### src/rtl/instr_fetch.sv
`default_nettype none
// ---------------------------------------------------------------------------
// instr_fetch : multicycle fetch stage (PC, imem req/ready handshake, IR)
// Rev 1.0
// ---------------------------------------------------------------------------
module instr_fetch #(
    parameter logic [31:0] RESET_PC = 32'h0000_0000,
    parameter logic [31:0] NOP_INST = 32'h0000_0013
) (
    input  logic        clk,
    input  logic        rst_n,
    input  logic        fetch_req,
    input  logic        pc_load,
    input  logic [31:0] pc_target,
    output logic        imem_req,
    output logic [31:0] imem_addr,
    input  logic [31:0] imem_rdata,
    input  logic        imem_ready,
    output logic [31:0] inst,
    output logic [31:0] pc,
    output logic [31:0] pc_old,
    output logic        inst_valid,
    output logic        busy,
    output logic        fault
);

    typedef enum logic [1:0] {
        IDLE  = 2'd0,
        WAIT  = 2'd1,
        DONE  = 2'd2,
        FAULT = 2'd3
    } state_t;

    state_t      state, state_nx;
    logic [31:0] pc_nx, pc_old_nx, inst_nx, pend_target, pend_target_nx;
    logic        pending, pending_nx;

    always_ff @(posedge clk or negedge rst_n) begin
        if (!rst_n) begin
            state       <= IDLE;
            pc          <= RESET_PC;
            pc_old      <= RESET_PC;
            inst        <= NOP_INST;
            pending     <= 1'b0;
            pend_target <= 32'h0;
            imem_req    <= 1'b0;
            inst_valid  <= 1'b0;
        end else begin
            state       <= state_nx;
            pc          <= pc_nx;
            pc_old      <= pc_old_nx;
            inst        <= inst_nx;
            pending     <= pending_nx;
            pend_target <= pend_target_nx;
            imem_req    <= (state_nx == WAIT);
            inst_valid  <= (state_nx == DONE);
        end
    end

    always_comb begin
        state_nx       = state;
        pc_nx          = pc;
        pc_old_nx      = pc_old;
        inst_nx        = inst;
        pending_nx     = pending;
        pend_target_nx = pend_target;
        case (state)
            IDLE: begin
                if (fetch_req) begin
                    if (pc[1:0] == 2'b00) begin
                        state_nx = WAIT;
                        // Fetch uses the current PC; the redirect waits for completion.
                        if (pc_load) begin
                            pending_nx     = 1'b1;
                            pend_target_nx = pc_target;
                        end
                    end else begin
                        state_nx = FAULT;
                        if (pc_load) pc_nx = pc_target;
                    end
                end else if (pc_load) begin
                    pc_nx = pc_target;
                end
            end
            WAIT: begin
                if (imem_ready) begin
                    inst_nx    = imem_rdata;
                    pc_old_nx  = pc;
                    pending_nx = 1'b0;
                    state_nx   = DONE;
                    if (pc_load)      pc_nx = pc_target;
                    else if (pending) pc_nx = pend_target;
                    else              pc_nx = pc + 32'd4;
                end else if (pc_load) begin
                    pending_nx     = 1'b1;
                    pend_target_nx = pc_target;
                end
            end
            DONE: begin
                state_nx = IDLE;
                if (pc_load) pc_nx = pc_target;
            end
            FAULT: begin
                if (pc_load && (pc_target[1:0] == 2'b00)) begin
                    pc_nx    = pc_target;
                    state_nx = IDLE;
                end
            end
            default: state_nx = IDLE;
        endcase
    end

    assign imem_addr = pc;
    assign busy      = (state == WAIT);
    assign fault     = (state == FAULT);

endmodule
`default_nettype wire

### config.mk
export PLATFORM = sky130hd
export DESIGN_NAME = instr_fetch
export DESIGN_NICKNAME = d
export VERILOG_FILES = /design/src/rtl/instr_fetch.sv
export SDC_FILE = /design/constraint.sdc
export NUM_CORES = 1
export LEC_CHECK = 0
export ABC_AREA = 1
export BUFFER_PORTS_ARGS = -buffer_cell sky130_fd_sc_hd__buf_2
export CAP_MARGIN = 20
export CELL_PAD_IN_SITES_DETAIL_PLACEMENT = 1
export CELL_PAD_IN_SITES_GLOBAL_PLACEMENT = 1
export CORE_MARGIN = 10
export CORE_UTILIZATION = 37
export DETAILED_ROUTE_END_ITERATION = 8
export PLACE_DENSITY_LB_ADDON = 0.1
export RECOVER_POWER = 25
export SYNTH_ARGS = -nofsm -noshare
export SYNTH_HDL_FRONTEND = slang
export SYNTH_SLANG_ARGS = --single-unit
### constraint.sdc
create_clock -name clk -period 1.6 [get_ports clk]
set_input_delay 0.32 -clock clk [delete_from_list [all_inputs] [get_ports clk]]
set_output_delay 0.32 -clock clk [all_outputs]
set_load 0.01 [all_outputs]
==> metrics.cfg <==
[run_status]
status = completed

[synthesis]
ys_types = 29
syn_nets = 933
synth_area_mm2 = 0.00666
synth-seq-cells = 133
syn_inst = 863
synthesis.area_per_instance_um2 = 7.72
yosysWarnings = 0
seq_area_frac_synth_pct = 50.0

[die]
io_pins = 201
start_util_pct = 38.1
dieArea_mm2 = 0.0238
design.core.area_mm2 = 0.0175
die_h_um = 154
fp.dieW_um = 154
rows = 48

[sta]
rsz0062_at_grt = yes
drv_slew = 0
skew_ps = 9.13
hold_viol = 0
setup_viol = 0
worst_pin_slew_ps = 1100
fin_crit_sh_pct = 99.4
max_slew_margin_pct = 26.7
max_freq_mhz = 629
finalCriticalPeriod_ps = 1590

[hold_path]
hold_class = primary input to flop
min_from = imem_rdata[7]

[final_layout]
layout_common_cells = 268 x nand2_1, 197 x buf_2, 122 x dfrtp_1
finalNonFillerCells = 1327
areaGrowthSynthToFinish_pct = 40.2
fillCellCount = 2183
drive_above_1_share_pct = 37.5
final_nets = 1159
layout_commonest_cell = nand2_1
antenna_cells = 0

[worst_setup_path]
cp-start-kind = flop
crit_type = flop to flop
regToRegStartpoint = imem_addr[0]$_DFFE_PN0P_
critPathMaxFanout = 5
worst_setup_path_end_kind = flop
cp_data_required_time_ps = 1910
arrival_ps = 1900
worstSetupStartpoint = imem_addr[0]$_DFFE_PN0P_

[global_routing]
grt_max_degree = 43
grt_pass1_vias = 6892
grt_use_total_pct = 20.2
overflow = 0
grt_pass1_wl_mm = 38.6
antenna_found_initial = 0

[power_and_ir_drop]
leakagePower_nw = 4.83
finalPower_mw = 20.8
power_density_mw_per_mm2 = 2230
ir_worst_vdd_uv = 882

[clocking]
numCtsBuffers = 17
clockRootBuffer = clkbuf_16
clk_latency_ps = 430
path_clk_slew_ps = 60
clock_path_buffers = 2
cts_tree = built
cts_num_sinks = 133
htreeDepth = 4

[flow_run]
drv_cap = 0

[placement]
port_buffers = 200
routabilityCongestion = 0.859
hpwl_mm = 17.8
dp_cells = 1281

[detailed_routing]
drtPass1Iterations = 4
ant_nets = 0
viasPerCell = 4.97
routed-via-count = 6592
drc = 0
avgRoutedWirePerCell_um = 19.2
wirelength_mm = 25.5
drt_iter0_markers = 333

## critical path, stage by stage (launching register included)
cell and delay (ps):
dfrtp_1 390, nor2_2 150, nand3_2 110, nand2_2 110, nand2_4 80, inv_6 90
nand2_8 80, clkbuf_16 180, mux2_4 290
## flip-flops by register name, summed over array words and instances (netlist names)
signal,count
pc_old,32
imem_req,1
pend_target,32
pending,1
imem_addr,32
inst,32
state,2
inst_valid,1
## layout make-up
| class | instances | area (um2) | area share [%] |
|---|---|---|---|
| inverters | 71 | 279 | 2.99 |
| flip-flops and latches | 133 | 3340 | 35.8 |
| repair buffers | 276 | 1890 | 20.3 |
| multi-input cells | 590 | 2940 | 31.5 |
| clock buffers | 20 | 467 | 5.00 |
| clock inverters | 12 | 128 | 1.37 |
| well taps | 225 | 282 | 3.02 |
## report_power, final
part / total [mW] / switching (mW) / internal (mW)
Clock: 4.00 / 1.58 / 2.41
Sequential: 6.11 / 1.08 / 5.04
Combinational: 10.7 / 6.36 / 4.30
Total: 20.8 / 9.02 / 11.8
## timing repair
action | 4_1_cts | 5_1_grt
endpoints found under the setup margin | 16 | 48
hold endpoints to repair | 33 | 0
cloned | 0 | 7
hold buffers | 1 | 0
pin swaps | 1 | 19
gates resized for setup | 8 | 106
setup buffers | 2 | 5
## layer usage
layer | wire (um) | up-vias | share of wire [%] | global-route usage [%]
li1 | - | 3170 | - | -
met1 | 11200 | 3215 | 44 | 25.1
met2 | 12400 | 180 | 49 | 33.8
met3 | 1490 | 27 | 5.9 | 5.50
met4 | 395 | 0 | 1.6 | 4.81
met5 | 0 | - | 0 | 0
## per-stage QoR
step           area [um2]  hold WS, ps  setup slack [ps]  TNS (ps)  util [%]
2_1_floorplan        6660         24.4              77.3         0         -
3_3_place_gp         8150          267             -27.2     -41.9      46.6
3_5_place_dp         8150          267             -80.2      -109      46.6
4_1_cts              8790         72.8              4.42         0      50.3
5_1_grt              9330         81.6             -62.2     -1860      53.4
6_report             9330         80.9              9.35         0      53.4
## logic make-up after synthesis
group / share of synthesized area [%]
AOI/OAI and AO/OA: 13.2
DFF: 50.0
muxes: 1.13
and+or+nand+nor: 24.4
buffers and inverters: 10.4
adders and majority gates: 0.188
xor gates and xnor gates: 0.658
## Yosys cell counts (all sizes together)
library cell	number	area, um2
dfstp	3	78.8
a22oi	2	15.0
o21ai	77	389
a21oi	85	425
clkbuf	18	67.6
nand4	2	12.5
nand3	36	180
or2	1	6.26
dfrtp	130	3250
o311ai	1	8.76
mux2	5	75.1
ha	1	12.5
nand2	284	1080
xor2	5	43.8
o211ai	4	30.0
inv	69	259
buf	51	359
clkinv	2	7.51
o221ai	1	8.76
nor2	86	345
## worst paths after layout
check,end,slack [ps],cells after the start
min in group asynchronous,pc_old[1]$_DFFE_PN0P_,640,2
min,inst[7]$_DFFE_PN0P_,80,3
max reg2reg,pend_target[5]$_DFFE_PN0P_,9,8
max in group asynchronous,imem_addr[23]$_DFFE_PN0P_,170,3
min reg2reg,inst[0]$_DFFE_PN1P_,470,2
max,pend_target[5]$_DFFE_PN0P_,9,8
Note: power is estimated with default switching activity, not from simulation.
